<file path="config.mk">
export PLATFORM = sky130hd
export DESIGN_NAME = full_sub
export DESIGN_NICKNAME = d
export VERILOG_FILES = /design/src/rtl/full_sub_pkg.sv /design/src/rtl/full_sub_cell.sv /design/src/rtl/full_sub.sv
export SDC_FILE = /design/constraint.sdc
export NUM_CORES = 1
export LEC_CHECK = 0
export CAP_MARGIN = 15
export CORE_AREA = 2 2 39 41
export CTS_CLUSTER_DIAMETER = 40
export DETAILED_ROUTE_END_ITERATION = 8
export DIE_AREA = 0 0 41 43
export GPL_ROUTABILITY_DRIVEN = 0
export GPL_TIMING_DRIVEN = 0
export PLACE_DENSITY = 0.3
export REMOVE_ABC_BUFFERS = 1
export SYNTH_ARGS = -nofsm -noshare
export SYNTH_HDL_FRONTEND = slang
export SYNTH_SLANG_ARGS = --single-unit
export TNS_END_PERCENT = 5
</file>
<file path="constraint.sdc">
create_clock -name clk -period 1.1 [get_ports clk]
set_input_delay 0.22 -clock clk [delete_from_list [all_inputs] [get_ports clk]]
set_output_delay 0.22 -clock clk [all_outputs]
set_load 0.02 [all_outputs]
</file>
<file path="src/rtl/full_sub_pkg.sv">
// Shared definitions for the full_sub ripple-borrow subtractor: default
// width and the per-bit difference/borrow equations used by the 1-bit cell.
package full_sub_pkg;

    localparam int unsigned FS_DEFAULT_WIDTH = 32'd1;

    // Difference bit of a single full-subtractor stage.
    function automatic logic fs_diff_bit(input logic a, input logic b, input logic bin);
        return a ^ b ^ bin;
    endfunction

    // Borrow-out of a single full-subtractor stage: borrow whenever the
    // subtrahend plus incoming borrow exceeds the minuend bit.
    function automatic logic fs_borrow_bit(input logic a, input logic b, input logic bin);
        return (~a & b) | (~a & bin) | (b & bin);
    endfunction

endpackage

</file>
<file path="src/rtl/full_sub_cell.sv">
// Purely combinational 1-bit full subtractor cell (a - b - bin).
module full_sub_cell
    import full_sub_pkg::*;
(
    input  logic a_i,
    input  logic b_i,
    input  logic bin_i,
    output logic d_o,
    output logic bout_o
);

    assign d_o    = fs_diff_bit(a_i, b_i, bin_i);
    assign bout_o = fs_borrow_bit(a_i, b_i, bin_i);

endmodule

</file>
<file path="src/rtl/full_sub.sv">
// Registered WIDTH-bit full subtractor: {borrow, diff} = a - b - cin,
// built as a ripple-borrow chain of 1-bit cells with a one-cycle output
// register stage. Outputs hold their last result while in_valid is low.
module full_sub
    import full_sub_pkg::*;
#(
    parameter int unsigned WIDTH = FS_DEFAULT_WIDTH
) (
    input  logic             clk,
    input  logic             rst,
    input  logic             in_valid,
    input  logic [WIDTH-1:0] a,
    input  logic [WIDTH-1:0] b,
    input  logic             cin,
    output logic             out_valid,
    output logic [WIDTH-1:0] diff,
    output logic             borrow
);

    // Borrow chain: bin_s[0] is the external borrow-in, bin_s[WIDTH] the MSB borrow-out.
    logic [WIDTH:0]   bin_s;
    logic [WIDTH-1:0] d_s;

    logic             valid_d, valid_q;
    logic [WIDTH-1:0] diff_d,  diff_q;
    logic             borrow_d, borrow_q;

    assign bin_s[0] = cin;

    for (genvar i = 0; i < WIDTH; i++) begin : g_cell
        full_sub_cell u_cell (
            .a_i    (a[i]),
            .b_i    (b[i]),
            .bin_i  (bin_s[i]),
            .d_o    (d_s[i]),
            .bout_o (bin_s[i+1])
        );
    end

    // Next-state: capture a new result only on valid input, otherwise hold,
    // so undefined operands during idle cycles never reach the outputs.
    always_comb begin
        valid_d  = in_valid;
        diff_d   = diff_q;
        borrow_d = borrow_q;
        if (in_valid) begin
            diff_d   = d_s;
            borrow_d = bin_s[WIDTH];
        end else begin
            diff_d   = diff_q;
            borrow_d = borrow_q;
        end
    end

    // Output register stage; synchronous reset wins over any incoming valid.
    always_ff @(posedge clk) begin
        if (rst) begin
            valid_q  <= 1'b0;
            diff_q   <= '0;
            borrow_q <= 1'b0;
        end else begin
            valid_q  <= valid_d;
            diff_q   <= diff_d;
            borrow_q <= borrow_d;
        end
    end

    assign out_valid = valid_q;
    assign diff      = diff_q;
    assign borrow    = borrow_q;

endmodule

</file>
==> flow_summary.yaml <==
clock_network:
  clk_pin_slew_ns: 0.04
  cts_root_buf: "clkbuf_4"
  clockBufferDepth: 2
  tritoncts: "yes"
  cts_buffers: 3
  clkSinkCount: 3
  cts_max_level: 1
  clock_latency_ns: 0.23
  ctsHoldBuffers: 0
floorplanning:
  die_h_um: 43
  placementRows: 14
  die_x_um: 41
  initial_core_util: 0.0832
  coreArea_um2: 1380
  die_area_um2: 1760
  pin_count: 9
route:
  post_drt_wl_per_cell_um: 7.50
  vias: 108
  drt.antenna.violating_nets: 0
  vias_per_cell: 2.84
  drtIter0Drc: 4
  post-route-drc-count: 0
  wl_um: 285
  first_pass_iters: 2
sta:
  whs_ns: 0.509
  min_period_ns: 1.06
  rsz0062_at_grt: "no"
  tightest_slew_ns: 0.204
  slew_headroom: 0.864
  drv_slew: 0
  clock_skew_ns: 0
  hold_viol_final: 0
  period_share: 0.964
  max_freq_ghz: 0.943
  layout_setup_ws_ns: 0.0393
  setup_viol: 0
cells_and_area:
  nets: 30
  area_growth_pct: 101
  final_common_cell: "dlygate4sd2_1"
  drive_above_1_share: 0.273
  layout_common_cells: "4 x dlygate4sd2_1, 3 x dfxtp_1, 3 x clkbuf_4"
  n_antenna_cell: 0
  filler_cell_count: 158
critical_path:
  cpPeakStageDelay_ns: 0.32
  cp-end-kind: "output port"
  critPathLaunchType: "register"
  crit_family: "buffers and inverters"
  cp_cell_sequence: "dlygate4sd2_1"
  crit_arrival_ns: 0.84
  critical_path_class: "reg -> out"
  cp.required_ns: 0.88
  cp_max_fo: 1
  cp_num_buf_inv: 1
  crit_path_top_delay_cell: "dlygate4sd2_1"
status:
  outcome: "finished, final reports clean"
yosys:
  synth.distinct_cells: 7
  ys_seq_elements: 3
  avgSynthCellArea_um2: 11.5
  synth.largest_area_cell: "dfxtp_1"
  synthMuxAreaShare: 0.0870
  ys_seq_area_frac: 0.522
  syn_inst: 10
  synth.cell_area_um2: 115
  synthXorXnorAreaFrac: 0
  synth_area_leaders: "dfxtp_1 52%, fa_1 17%, mux2i_1 8.7%"
  synth_warnings: 0
  yosys.area_share.simple: 0.120
  synthAdderAreaFrac: 0.174
  synth_compound_area_frac: 0.0652
  synth_top_area_frac: 0.522
  synth_top_family_by_area: "adder cells"
place:
  numPortBuffers: 8
  dp_worst_setup_slack_ns: -0.429
power:
  intPower_uw: 281
  power_frac_clock: 0.520
  power_frac_comb: 0.150
  power_frac_seq: 0.330
  p_switching_uw: 84.7
  sw_frac_of_total: 0.232
  peakVddDrop_mv: 0.303
  p_per_area_nw_per_um2: 1580
  p_leak_uw: 0.000106
run:
  cap_viol_max_count: 0
grt:
  antenna_found_initial: 0
  grt_usage: 0.0452
  grt_overflow: 0
  grt_pass1_wl_um: 414
  grt_pass1_vias: 98
  grt_max_degree: 5
min_path:
  hp-class: "reg -> reg"
==> stage by stage <==
stage	total power (uW)	instance area [um^2]	instances	TNS (ns)	utilization
after global placement	184	215	34	-0.814	0.156
after CTS	379	241	38	0	0.175
after floorplan	144	115	10	0	-
after global routing	389	231	38	0	0.167
final	365	231	38	0	0.167
after detailed placement	183	215	34	-0.849	0.156
==> layer usage <==
metal  track usage  vias to the layer above  part of all wire  wire length (um)
met2        0.0250                        9              0.29                83
met5             0                        -                 0                 0
met1        0.0514                       41              0.45               128
li1              -                       56                 -                 -
met4        0.0600                        0             0.028                 8
met3        0.0628                        2              0.23                65
==> worst paths after layout <==
path / cells past startpoint / startpoint / end / slack (ns)
setup / recovery: 1 / out_valid / out_valid / 0.04
setup reg to reg: 2 / diff / diff / 0.46
hold / removal: 2 / borrow / borrow / 0.51
hold reg to reg: 2 / borrow / borrow / 0.51
==> sequential cells by signal, summed over array words and instances (netlist names) <==
name,cells
borrow,1
out_valid,1
diff,1
==> cells in the mapped netlist, drive strengths merged <==
| master | count |
|---|---|
| a211oi | 1 |
| dfxtp | 3 |
| fa | 1 |
| inv | 1 |
| mux2i | 1 |
| nor2 | 2 |
| nor2b | 1 |
==> logic make-up after synthesis <==
| group | after synthesis |
|---|---|
| mux | 1 |
| simple gates | 3 |
| buf+inv | 1 |
| flops | 3 |
| fa+ha+maj | 1 |
| compound gates | 1 |
==> cell type report <==
| cell class | instances | area [um^2] | area share |
|---|---|---|---|
| Timing Repair Buffer | 8 | 65.1 | 0.281 |
| Sequential cell | 3 | 60.1 | 0.259 |
| Multi-Input combinational cell | 6 | 56.3 | 0.243 |
| Clock buffer | 4 | 26.3 | 0.114 |
| Tap cell | 16 | 20.0 | 0.0865 |
| Inverter | 1 | 3.75 | 0.0162 |
==> power by group through the flow <==
stage / Combinational (uW) / Sequential [uW] / Clock [uW]
finish: 55.0 / 120 / 190
global route: 58.8 / 121 / 209
CTS: 57.3 / 121 / 201
detailed placement: 60.9 / 122 / 0
global placement: 61.7 / 122 / 0
floorplan: 12.8 / 132 / 0
==> repair_timing <==
action,CTS,global route
setup buffers,0,0
pin swaps,2,0
gates resized for setup,9,2
gates cloned,0,0
endpoints found under the setup margin,5,2
No activity file was read; power rests on OpenSTA's default activity.
